===== src/rtl/uart_msg_sender_if.sv =====
// Transmit handshake between the message sender and the UART core.
// The sender drives byte/request; the core answers with its busy flag.
interface uart_msg_sender_if;
  logic [7:0] tx_byte;
  logic       transmit;
  logic       is_transmitting;

  modport master (
    output tx_byte,
    output transmit,
    input  is_transmitting
  );

  modport slave (
    input  tx_byte,
    input  transmit,
    output is_transmitting
  );
endinterface


===== src/rtl/uart_msg_sender.sv =====
// Buffered multi-byte message transmitter for the UART core handshake.
// One-shot or repeat mode, inter-byte gap, ack timeout and abort.
module uart_msg_sender #(
  parameter int DEPTH       = 16,
  parameter int ADDR_W      = 4,
  parameter int GAP_CYCLES  = 0,
  parameter int ACK_TIMEOUT = 1024
) (
  input  logic              clk,
  input  logic              rst_n,
  input  logic              wr_en,
  input  logic [ADDR_W-1:0] wr_addr,
  input  logic [7:0]        wr_data,
  input  logic [ADDR_W:0]   len,
  input  logic              start,
  input  logic              repeat_en,
  input  logic              abort,
  uart_msg_sender_if.master uart,
  output logic              busy,
  output logic              done,
  output logic              err,
  output logic [ADDR_W-1:0] byte_idx
);

  localparam logic [1:0] S_IDLE = 2'd0;
  localparam logic [1:0] S_REQ  = 2'd1;
  localparam logic [1:0] S_XMIT = 2'd2;
  localparam logic [1:0] S_GAP  = 2'd3;

  localparam int TW = (ACK_TIMEOUT > 1) ? $clog2(ACK_TIMEOUT) : 1;
  localparam int GW = (GAP_CYCLES > 1) ? $clog2(GAP_CYCLES) : 1;

  localparam logic [ADDR_W:0] DEPTH_L = (ADDR_W+1)'(DEPTH);
  localparam logic [TW-1:0]   T_LAST  = TW'(ACK_TIMEOUT - 1);
  localparam logic [GW-1:0]   G_LAST  =
    GW'((GAP_CYCLES > 0) ? GAP_CYCLES - 1 : 0);
  localparam bit HAS_GAP = (GAP_CYCLES > 0);

  logic [7:0]        mem [DEPTH];
  logic [1:0]        state;
  logic [ADDR_W:0]   len_q;
  logic [TW-1:0]     tcnt;
  logic [GW-1:0]     gcnt;
  logic              abort_q;
  logic [7:0]        tx_byte_q;
  logic              transmit_q;

  logic [ADDR_W:0]   len_sat;
  logic [ADDR_W-1:0] idx_nxt;
  logic              last;
  logic              abort_hit;
  logic              xmit_fin;
  logic              gap_fin;
  logic              kill;
  logic              adv;
  logic              wr_ok;

  assign uart.tx_byte  = tx_byte_q;
  assign uart.transmit = transmit_q;

  always_comb begin
    len_sat   = (len > DEPTH_L) ? DEPTH_L : len;
    idx_nxt   = byte_idx + 1'b1;
    last      = ({1'b0, byte_idx} == (len_q - 1'b1));
    abort_hit = abort | abort_q;
    xmit_fin  = (state == S_XMIT) && !uart.is_transmitting;
    gap_fin   = (state == S_GAP) && (gcnt == G_LAST);
    // a finished byte with a pending abort ends the message, gap or not
    kill      = (xmit_fin || gap_fin) && abort_hit;
    adv       = !abort_hit && (gap_fin || (xmit_fin && !HAS_GAP));
    wr_ok     = wr_en && (state == S_IDLE) && !busy;
  end

  always_ff @(posedge clk) begin
    if (wr_ok) mem[wr_addr] <= wr_data;
  end

  always_ff @(posedge clk or negedge rst_n) begin
    if (!rst_n) begin
      state      <= S_IDLE;
      len_q      <= '0;
      tcnt       <= '0;
      gcnt       <= '0;
      abort_q    <= 1'b0;
      tx_byte_q  <= '0;
      transmit_q <= 1'b0;
      busy       <= 1'b0;
      done       <= 1'b0;
      err        <= 1'b0;
      byte_idx   <= '0;
    end else begin
      done <= 1'b0;
      if (state != S_IDLE && abort) abort_q <= 1'b1;

      if (kill) begin
        state      <= S_IDLE;
        busy       <= 1'b0;
        byte_idx   <= '0;
        abort_q    <= 1'b0;
        transmit_q <= 1'b0;
      end else if (adv) begin
        if (last) begin
          done     <= 1'b1;
          byte_idx <= '0;
          if (repeat_en) begin
            state      <= S_REQ;
            transmit_q <= 1'b1;
            tx_byte_q  <= mem[0];
            tcnt       <= '0;
          end else begin
            state <= S_IDLE;
            busy  <= 1'b0;
          end
        end else begin
          byte_idx   <= idx_nxt;
          state      <= S_REQ;
          transmit_q <= 1'b1;
          tx_byte_q  <= mem[idx_nxt];
          tcnt       <= '0;
        end
      end else begin
        case (state)
          S_IDLE: begin
            if (start && !busy) begin
              err      <= 1'b0;
              len_q    <= len_sat;
              byte_idx <= '0;
              abort_q  <= 1'b0;
              busy     <= 1'b1;
              // zero-length message: one busy cycle with done, no handshake
              if (len_sat == '0) begin
                done <= 1'b1;
              end else begin
                state      <= S_REQ;
                transmit_q <= 1'b1;
                tx_byte_q  <= mem[0];
                tcnt       <= '0;
              end
            end else begin
              busy <= 1'b0;
            end
          end
          S_REQ: begin
            if (uart.is_transmitting) begin
              transmit_q <= 1'b0;
              state      <= S_XMIT;
            end else if (abort_hit) begin
              transmit_q <= 1'b0;
              state      <= S_IDLE;
              busy       <= 1'b0;
              byte_idx   <= '0;
              abort_q    <= 1'b0;
            end else if (tcnt == T_LAST) begin
              transmit_q <= 1'b0;
              err        <= 1'b1;
              state      <= S_IDLE;
              busy       <= 1'b0;
              byte_idx   <= '0;
              abort_q    <= 1'b0;
            end else begin
              tcnt <= tcnt + 1'b1;
            end
          end
          S_XMIT: begin
            if (!uart.is_transmitting) begin
              state <= S_GAP;
              gcnt  <= '0;
            end
          end
          S_GAP: begin
            gcnt <= gcnt + 1'b1;
          end
          default: begin
            state <= S_IDLE;
          end
        endcase
      end
    end
  end

endmodule


===== src/flat_wrapper.sv =====
// flat-port wrapper written by rule: the top's interface ports become plain ports
module uart_msg_sender_flat 
#(
  parameter int DEPTH       = 16,
  parameter int ADDR_W      = 4,
  parameter int GAP_CYCLES  = 0,
  parameter int ACK_TIMEOUT = 1024
)
  (clk, rst_n, wr_en, wr_addr, wr_data, len, start, repeat_en, abort, busy, done, err, byte_idx, uart_tx_byte, uart_transmit, uart_is_transmitting);
  uart_msg_sender_if uart_i ();
  input  logic clk;
  input  logic rst_n;
  input  logic wr_en;
  input  logic [ADDR_W-1:0] wr_addr;
  input  logic [7:0] wr_data;
  input  logic [ADDR_W:0] len;
  input  logic start;
  input  logic repeat_en;
  input  logic abort;
  output logic busy;
  output logic done;
  output logic err;
  output logic [ADDR_W-1:0] byte_idx;
  output wire logic [$bits(uart_i.tx_byte)-1:0] uart_tx_byte;
  output wire logic [$bits(uart_i.transmit)-1:0] uart_transmit;
  input wire logic [$bits(uart_i.is_transmitting)-1:0] uart_is_transmitting;
  assign uart_tx_byte = uart_i.tx_byte;
  assign uart_transmit = uart_i.transmit;
  assign uart_i.is_transmitting = uart_is_transmitting;
  uart_msg_sender #(.DEPTH(DEPTH), .ADDR_W(ADDR_W), .GAP_CYCLES(GAP_CYCLES), .ACK_TIMEOUT(ACK_TIMEOUT)) u_core (.clk(clk), .rst_n(rst_n), .wr_en(wr_en), .wr_addr(wr_addr), .wr_data(wr_data), .len(len), .start(start), .repeat_en(repeat_en), .abort(abort), .uart(uart_i), .busy(busy), .done(done), .err(err), .byte_idx(byte_idx));
endmodule

===== config.mk =====
export PLATFORM = sky130hd
export DESIGN_NAME = uart_msg_sender_flat
export DESIGN_NICKNAME = d
export VERILOG_FILES = /design/src/rtl/uart_msg_sender_if.sv /design/src/rtl/uart_msg_sender.sv /design/src/flat_wrapper.sv
export SDC_FILE = /design/constraint.sdc
export NUM_CORES = 1
export LEC_CHECK = 0
export BUFFER_PORTS_ARGS = -buffer_cell sky130_fd_sc_hd__buf_2
export CORE_MARGIN = 2
export CORE_UTILIZATION = 40
export CTS_CLUSTER_SIZE = 28
export DETAILED_ROUTE_END_ITERATION = 10
export GPL_TIMING_DRIVEN = 1
export MAX_ROUTING_LAYER = met4
export PLACE_DENSITY = 0.55
export SYNTH_ARGS = -nofsm -noshare
export SYNTH_HDL_FRONTEND = slang
export SYNTH_SLANG_ARGS = --single-unit

===== constraint.sdc =====
create_clock -name clk -period 4.8 [get_ports clk]
set_clock_uncertainty 0.2 [all_clocks]
set_input_delay 0.48 -clock clk [delete_from_list [all_inputs] [get_ports clk]]
set_output_delay 0.48 -clock clk [all_outputs]
set_load 0.01 [all_outputs]

# Yosys cells after proc, flatten, opt, wreduce, memory -nomap -nowiden
# Memories as Yosys holds them, arrays and structs flattened.
# Cells that the tools add are included.
# W data, S select, Z words.
# op_classes
addsub,4
mul,0
div,0
magnitude_cmp,1
eq_ne,26
shift,0
muxes,75
n_bitwise,4
n_reduce_logical,31
# ops
operator,n
$mux W10,8
$mux W8,6
$mux W1,37
$mux W4,7
$pmux W10 S2,1
$reduce_and A5 Y1,4
$mux W2,8
$ne A4 B2 Y1 const B,4
$ne A3 B2 Y1 const B,5
$reduce_and A4 Y1,3
$add A10 B1 Y10 const B,1
$eq A10 B10 Y1 const B,1
$pmux W1 S2,5
$reduce_bool A2 Y1,5
$logic_and A1 B1 Y1,8
$ne A2 B2 Y1 const B,4
$pmux W4 S2,1
$reduce_and A8 Y1,1
$reduce_and A7 Y1,1
$ne A3 B3 Y1 const B,2
$ne A6 B2 Y1 const B,1
$pmux W2 S3,1
$eq A4 B5 Y1,1
$gt A5 B5 Y1 const B,1
19 further kinds,25
# totals
ff_bits,35
latch_bits,0
mem_bits_rw,128
mem_bits_ro,0
input_bits,24
out_inout_bits,16
elab_cells,153
memories,1
# mem_list
memory,words,width,read_ports,rd_ports_with_merged_regs,wr,line,source
u_core.mem,16,8,2,0,1,uart_msg_sender.sv:39,logic [7:0] mem [DEPTH];

# Logic depth before layout (Yosys ltp)
# Gate-level depths: netlist (run 1).
# depth
depth_word,9
ltp_mapped,10
depth_no_buf,8

# Least setup slack after synthesis (run 1)
# OpenSTA, ideal clock, no wires.
# synth_timing
path_kind,register to register
start,reg u_core.state[0]
end,"mem u_core.mem[2][0], enable pin"
setup_ps,385
arrival_time_ps,1862
required_ps,4215
slack_ps,2352
path_stages_with_launch,7
n_path_buf,0
period_less_slack_ps,2448
path_cell_list,dfrtp_1 > inv_1 > ha_1 > nand2_1 > nor2_1 > nand2_1 > nor3b_1
# synth_via
elab_chain_cells,5
# synth_rtl
element,line,source
from (decl),uart_msg_sender.sv:40,logic [1:0] state;
from (signal assigned),uart_msg_sender.sv:80,state <= S_IDLE;
from (signal assigned),uart_msg_sender.sv:96,state <= S_IDLE;
from (signal assigned),uart_msg_sender.sv:106,state <= S_REQ;
$logic_not A2 Y1,uart_msg_sender.sv:71,wr_ok = wr_en && (state == S_IDLE) && !busy;
$logic_and A1 B1 Y1 (2 in series),uart_msg_sender.sv:71,
$mux W1,uart_msg_sender.sv:75,if (wr_ok) mem[wr_addr] <= wr_data;
$mux W1 (not written as such),uart_msg_sender.sv:75,
to (decl),uart_msg_sender.sv:39,
# Every way passes these cells.

# Final worst setup path (run 1)
# layout_timing
start,reg u_core.state[0]
end,"mem u_core.mem[2][2], enable pin"
# The elaborated chain is that of the path after synthesis.

==> results of run 1 <==
==> worst max-delay path, delay by kind of cell (launching register included) <==
| family | cells | cell delay [ns] |
|---|---|---|
| adders and majority gates | 1 | 0.31 |
| buffers and inverters | 1 | 0.11 |
| DFF | 1 | 0.42 |
| and+or+nand+nor | 4 | 1.67 |
==> registers in the layout, indices dropped and copies added (netlist names) <==
| signal | count |
|---|---|
| u_core.err | 1 |
| u_core.byte_idx | 4 |
| u_core.state | 2 |
| u_core.done | 1 |
| u_core.mem | 128 |
| u_core.len_q | 5 |
| u_core.gcnt | 1 |
| u_core.tcnt | 10 |
| u_core.abort_q | 1 |
| u_core.busy | 1 |
| u_core.uart.tx_byte | 8 |
| u_core.uart.transmit | 1 |
==> metrics by stage <==
stage / hold slack [ns] / std cells / utilization [%] / area [um^2]
2_1_floorplan: -0.0156 / 451 / - / 7060
3_3_place_gp: 0.272 / 700 / 43.1 / 7460
3_5_place_dp: 0.275 / 700 / 43.1 / 7460
4_1_cts: 0.0977 / 733 / 46.7 / 8080
5_1_grt: 0.116 / 733 / 46.7 / 8080
6_report: 0.120 / 733 / 46.7 / 8080
==> placed cells by master (no fill, tap or decap), drive strengths merged, types with 3 or more instances in the layout <==
cell,Yosys,final
nand3,6,6
nand2b,7,7
mux4,32,32
inv,7,15
o21ai,13,13
clkbuf,4,17
ha,8,8
nor2,38,38
a31oi,14,14
dfrtp,35,35
a21oi,10,10
nand3b,8,8
mux2,9,9
and3,3,3
buf,15,43
o211ai,8,8
a22o,3,3
edfxtp,128,128
clkinv,0,7
nor3,8,8
nand2,43,43
xnor2,4,4
mux2i,9,9
and2,4,4
xor2,3,3
==> routing by layer <==
metal / vias to the layer above / GRT usage [%] / part of all wire, %
li1: 1836 / - / -
met1: 2047 / 23.1 / 44
met2: 91 / 28.6 / 50
met3: 4 / 4.11 / 4.6
met4: 0 / 4.47 / 0.46
met5: - / - / 0
==> cell families (layout without fill, tap and decap cells) <==
logic type | Yosys count | in the layout | share of synthesized area, %
buf+inv | 26 | 83 | 2.02
compound gates | 67 | 67 | 6.82
fa+ha+maj | 8 | 8 | 1.42
xor+xnor | 7 | 7 | 0.868
mux | 50 | 50 | 12.9
simple gates | 130 | 130 | 9.11
flops | 163 | 163 | 66.8
==> layout make-up <==
class | count | area (um^2) | area share (%)
Inverter | 7 | 26.3 | 0.325
Timing Repair Buffer | 44 | 235 | 2.91
Clock inverter | 15 | 179 | 2.22
Tap cell | 225 | 282 | 3.49
Clock buffer | 17 | 425 | 5.27
Multi-Input combinational cell | 262 | 2210 | 27.3
Sequential cell | 163 | 4720 | 58.5
==> where the power goes <==
group          internal [mW]  switching (mW)  total (mW)
registers               1.63          0.0723        1.70
logic                  0.460           0.571        1.03
clock network          0.705           0.642        1.35
==> cell usage after synthesis, types with 5 or more instances <==
master,instances
buf_2,9
mux2_2,8
mux2i_1,9
a31oi_1,14
o211ai_1,8
nand2_1,43
mux4_2,32
ha_1,8
inv_1,7
nand3_1,5
nand2b_1,7
nand3b_1,7
nor2_1,36
edfxtp_1,128
dfrtp_1,35
nor3_1,8
o21ai_0,10
a21oi_1,10
==> timing repair <==
action,4_1_cts,5_1_grt
endpoints found under the hold margin,35,0
hold buffers,1,0
buffers inserted,0,0
==> worst min path at each step <==
stage | start | end | slack, ns | cells past startpoint
floorplan | rst_n | u_core.abort_q$_DFF_PN0_ | -0.02 | 0
global placement | u_core.uart.transmit$_DFFE_PN0P_ | u_core.uart.transmit$_DFFE_PN0P_ | 0.27 | 1
detailed placement | u_core.err$_DFFE_PN0P_ | u_core.err$_DFFE_PN0P_ | 0.28 | 1
CTS | len[4] | u_core.len_q[4]$_DFFE_PN0P_ | 0.1 | 3
global route | len[2] | u_core.len_q[2]$_DFFE_PN0P_ | 0.12 | 3
finish | len[4] | u_core.len_q[4]$_DFFE_PN0P_ | 0.12 | 3
==> results.md, run 1 <==
* Status: complete, no violations
* Layout Nets at 527
* Via density at 5.43
* Final worst path period need at 3.09 ns
* Detail Route Antenna Nets at 0
* CTS buffer count at 17
* Final worst slack at 1.71 ns
* Vias in the first global route at between 3,000 and 4,000
* Crit. End Element: register
* Cell mode on critical path: nand2_1
* Congestion Overflow GR at 0
* Setup CP Type: register to register
* Reg-to-reg setup timing slack at approximately 1.7 ns
* Clk sinks at 163
* Layout cells sized above 1 at 26.4%
* Hold Path Class: input pin to register
* Finish-stage setup viols at 0
* Max cap viols at 0
* Core footprint at 0.0173 mm^2
* Total power at 4.08 mW
* Fin. max-slew vios at 0
* DRC Markers at 0
* WL per Instance at 20.2 um
* Largest net degree at the start of global routing at 38
* Clock buffer depth at 2
* Mean area per synthesized cell at 15.7 um^2
* Distinct cells, synth at 60
* HPWL Detailed at between 9 and 10 mm
* Main area contributors after synthesis: edfxtp_1 54%, dfrtp_1 12%, mux4_2 10%, nand2_1 2.3%, nor2_1 1.9%
* Root buf cell: clkbuf_16
* Seq/Total Area, Yosys at between 60% and 70%
* YS warnings at 0
* Main flop type after synthesis: edfxtp_1
* Die Ht at 137 um
* Pleak at 2.88 nW
* Pre-CTS setup slack at 1.62 ns
* Synth async-reset ratio at 21.5%
* Critical Path End: u_core.mem[2][2]$_DFFE_PP_
* Initial antenna violation count at 0
* CP startpoint: u_core.state[0]$_DFFE_PN0P_
* Initial core utilization at 40.8%
* Synth area leader: edfxtp_1
* Crit-path slowest cell: nor3b_1
* Number of fill cells in the layout at 1,514
* Final period util at 64.3%
* EDFF count, synth at between 100 and 150
* CP Data Required Time at 4.65 ns
* Htree depth at 4
* FF-to-FF End: u_core.mem[2][2]$_DFFE_PP_
* Die Width at 137 um
* Row cnt at 48
* CP max stage delay at 1.01 ns
* Fmax at 324 MHz
* Setup TNS at 0 ns
* Arr. time, crit path at about 2.9 ns
* DR iter-0 viols at 370
* Area grow syn2layout at 14.4%
* GPL Wtd Cong at 0.802
* Mapped Nets at 483
* Final WL at 14.8 mm
* CTS tree: done
* Slew at the pin closest to its max-slew limit at 1.21 ns
* Full die area at 0.0187 mm^2
* Slew headroom at 19.4%
* # resized after CTS at 0
* Global-route usage over all layers at between 10% and 20%
* Crit path cell chain: inv_1, ha_1, nand2_1, nor2_1, nand2_1, nor3b_1
* Synth top area share at a little over half
* Pwr per Cell Area at 505 mW/mm^2
* CP max FO at 8
* Worst reg2reg path startpoint: u_core.state[0]$_DFFE_PN0P_
* Vias at approximately 4,000
* Clock transition at path regs at 0.07 ns
* # diodes at 0
* First-pass GRT wire length at 23.3 mm
* Reg2Reg Depth at 6
* Number of synthesized register bits at 163
* Port-buffer cells at 39
* Ports at 40
* RSZ-0062 raised after global routing: no
* Peak supply drop at 247 uV
* Hold Fails Final Rpt at 0
* Gate Count Post-Synth at 451
* Clk_lat worst skew at 0.44 ns
* Post-Syn Area at 0.00706 mm^2
* Crit path launch type: register
* First-pass DRT Iterations at 5
Power figures use the tool's default switching activity.
==> inputs of run 2 (changes only) <==
ABC_AREA = 1   (was default)
PLACE_DENSITY = 0.57   (was 0.55)
clock period = 2.65 ns   (was 4.8 ns; I/O delays follow)
==> run 2 against run 1 <==
Die area rose by 11%; wire length increased by 27%; largest power group unchanged; sequential share of layout area is 7.0 points lower; via count up 43%; total power up 100%; flip-flop and latch count unchanged; count of clock-buffer cells in the layout is the same; utilization is 0.57 points higher; combinational power rose to 2.6 times the previous value; fmax increased by 29%; hold slack lost 0.087 ns; largest cell class unchanged; sequential power increased by 82%.
==> results.md, run 2 <==
* Pleak at 4.14 nW (+44%)
* Fmax at 419 MHz (+29%)
* Vias in the first global route at 5,502 (+38%)
* Setup TNS at 0 ns (unchanged)
* Number of synthesized register bits at 163 (unchanged)
* Setup CP Type: register to register
* Congestion Overflow GR at 0 (unchanged)
* Arr. time, crit path at 2.50 ns (-0.43 ns)
* Port-buffer cells at 39 (unchanged)
* Core footprint at 0.0194 mm^2 (+12%)
* Mapped Nets at 889 (+84%)
* Crit path launch type: register
* Die Ht at 145 um (+5.6%)
* Most numerous cell in the Yosys netlist: nand2_1
* WL per Instance at 15.7 um (-22%)
* Row cnt at 51 (+6.3%)
* Detail Route Antenna Nets at 0 (unchanged)
* Pwr per Cell Area at 898 mW/mm^2 (+78%)
* Layout cells sized above 1 at 14.3% (-12 points)
* # diodes at 0 (unchanged)
* Gate Count Post-Synth at 857 (+90%)
* Commonest non-fill, non-tap cell in the layout: nand2_1
* Post-Syn Area at 0.00790 mm^2 (+12%)
* Clock buffer depth at 2 (unchanged)
* Largest register FFs at 128 (unchanged)
* CP Data Required Time at 2.76 ns (-1.89 ns)
* Layout Nets at 950 (+80%)
* DR iter-0 viols at 423 (+14%)
* DR WL met3 at 767 um (+11%)
* Area grow syn2layout at 16.1%
* First-pass GRT wire length at 29.7 mm (+27%)
* # Post-CTS Setup Buffers at 0 (unchanged)
* Slew at the pin closest to its max-slew limit at 0.789 ns (-0.417 ns)
* Vias at 5,682 (+43%)
* Worst reg2reg path startpoint: u_core.state[0]$_DFFE_PN0P_
* Most flops, register: u_core.mem
* DRC Markers at 0 (unchanged)
* Finish-stage setup viols at 0 (unchanged)
* Pre-CTS setup slack at 0.342 ns (-1.28 ns)
* Htree depth at 4 (unchanged)
* Largest net degree at the start of global routing at 67 (+76%)
* Clk sinks at 163 (unchanged)
* Final worst path period need at 2.38 ns (-0.702 ns)
* Final worst slack at 0.265 ns (-1.45 ns)
* Slew headroom at 47.4% (+28 points)
* Ports at 40 (unchanged)
* Crit. End Element: register
* Initial core utilization at 40.7% (-0.11 points)
* CTS tree: done
* EDFF count, synth at 128 (unchanged)
* FF-to-FF End: u_core.len_q[2]$_DFFE_PN0P_
* Distinct cells, synth at 41 (-32%)
* Fin. max-slew vios at 0 (unchanged)
* Clock transition at path regs at 0.07 ns (about the same)
* Seq/Total Area, Yosys at 59.8% (-7.1 points)
* HPWL Detailed at 12.4 mm (+30%)
* Reg2Reg Depth at 10 (+4)
* YS warnings at 0 (unchanged)
* RSZ-0062 raised after global routing: no
* Top layer in use: met4
* Initial antenna violation count at 0 (unchanged)
* WL met1 at 8.60 mm (+30%)
* Synth area leader: edfxtp_1
* Synth async-reset ratio at 21.5% (unchanged)
* Layout Cells excl Fill at 1,196 (+63%)
* # placed instances at 1,155 (+65%)
* Synth top area share at 48.7% (-5.8 points)
* CTS buffer count at 17 (unchanged)
* CP max FO at 9 (+1)
* Peak supply drop at 493 uV (+99%)
* Reg-to-reg setup timing slack at 0.27 ns (-1.45 ns)
* Final period util at 90.0% (+26 points)
* Hold Fails Final Rpt at 0 (unchanged)
* Synth cell count leaders: 280 x nand2_1, 134 x inv_1, 128 x edfxtp_1
* Full die area at 0.0209 mm^2 (+11%)
* Hold endpoint: u_core.busy$_DFFE_PN0P_
* GPL Wtd Cong at 0.928 (+16%)
* Final WL at 18.8 mm (+27%)
* Min-Delay Path Depth at 5 (+2)
* Met2 WL at 9.32 mm (+24%)
* Root buf cell: clkbuf_16
* Max cap viols at 0 (unchanged)
* Main area contributors after synthesis: edfxtp_1 49%, nand2_1 13%, dfrtp_1 11%, nand3_1 7.0%, inv_1 6.4%
* Die Width at 145 um (+5.6%)
* First-pass DRT Iterations at 7 (+2)
* Final core occ at 47.3% (+0.57 points)
* Worst Hold Launch: repeat_en
* Main flop type after synthesis: edfxtp_1
* Via density at 4.75 (-12%)
* Most frequent cells in the layout: 280 x nand2_1, 134 x inv_1, 128 x edfxtp_1, 111 x nand3_1, 42 x nor2_1
* Clk_lat worst skew at 0.43 ns (about the same)
* Global-route usage over all layers at 19.7% (+1.9 points)
* Hold Path Class: input pin to register
* Status: complete, no violations
* Mean area per synthesized cell at 9.21 um^2 (-41%)
## run 2: final cells by class
class | count | area [um^2]
repair buffers | 72 | 478
inverters | 143 | 537
fillers | 1899 | 10200
clock buffers | 17 | 425
well taps | 265 | 332
clock inverters | 15 | 188
multi-input cells | 521 | 2490
flip-flops and latches | 163 | 4720
## run 2: how the worst max path moves through the flow
stage | start | endpoint | slack [ns] | cells after the start
global placement | u_core.state[0]$_DFFE_PN0P_ | u_core.mem[5][2]$_DFFE_PP_ | 0.44 | 7
detailed placement | u_core.state[0]$_DFFE_PN0P_ | u_core.mem[5][0]$_DFFE_PP_ | 0.34 | 7
floorplan | u_core.state[0]$_DFFE_PN0P_ | u_core.mem[3][0]$_DFFE_PP_ | 0.56 | 6
global route | u_core.state[0]$_DFFE_PN0P_ | u_core.len_q[0]$_DFFE_PN0P_ | 0.07 | 10
finish | u_core.state[0]$_DFFE_PN0P_ | u_core.len_q[2]$_DFFE_PN0P_ | 0.27 | 10
CTS | u_core.state[0]$_DFFE_PN0P_ | u_core.len_q[0]$_DFFE_PN0P_ | 0.21 | 10
## run 2: per-stage QoR
stage	cell area, um^2	total power, mW	hold slack, ns
final	9170	8.23	0.0333
after floorplan	7900	5.01	-0.231
after global placement	8460	5.74	0.202
after CTS	9170	8.30	0.0113
after global routing	9170	8.79	0.0506
after detailed placement	8460	5.75	0.202
## run 2: cells by family after synthesis
| kind of cell | Yosys count | synth area share [%] |
|---|---|---|
| AND/OR/NAND/NOR | 478 | 26.7 |
| buffers and inverters | 173 | 8.75 |
| flip-flops | 163 | 59.8 |
| AO/OA/AOI/OAI | 26 | 2.01 |
| XOR/XNOR | 9 | 1.52 |
| adder cells (fa/ha/maj) | 8 | 1.27 |
## run 2: per-layer routing
metal,track usage (%),up-vias
li1,-,2878
met5,-,-
met1,25.5,2676
met3,3.74,10
met2,32.3,118
met4,4.70,0
## run 2: where the power goes
group          switching, mW  internal [mW]  leakage, nW
combinational           1.77          0.855         2.24
clock                   1.16           1.36        0.294
sequential             0.137           2.95         1.61
## run 2: critical path: stages (launching register included)
cell and delay, ns:
dfrtp_1 0.43, inv_1 0.10, ha_1 0.20, inv_2 0.06, o21ai_4 0.26, inv_2 0.12
nand3_2 0.14, nor2_2 0.07, nand2_1 0.06, dlygate4sd3_1 0.55, o21ai_0 0.07
## run 2: repair_timing
item | CTS | global route
endpoints found under the setup margin | 0 | 2
endpoints found under the hold margin | 40 | 0
hold buffers | 9 | 0
resized for setup | 0 | 1
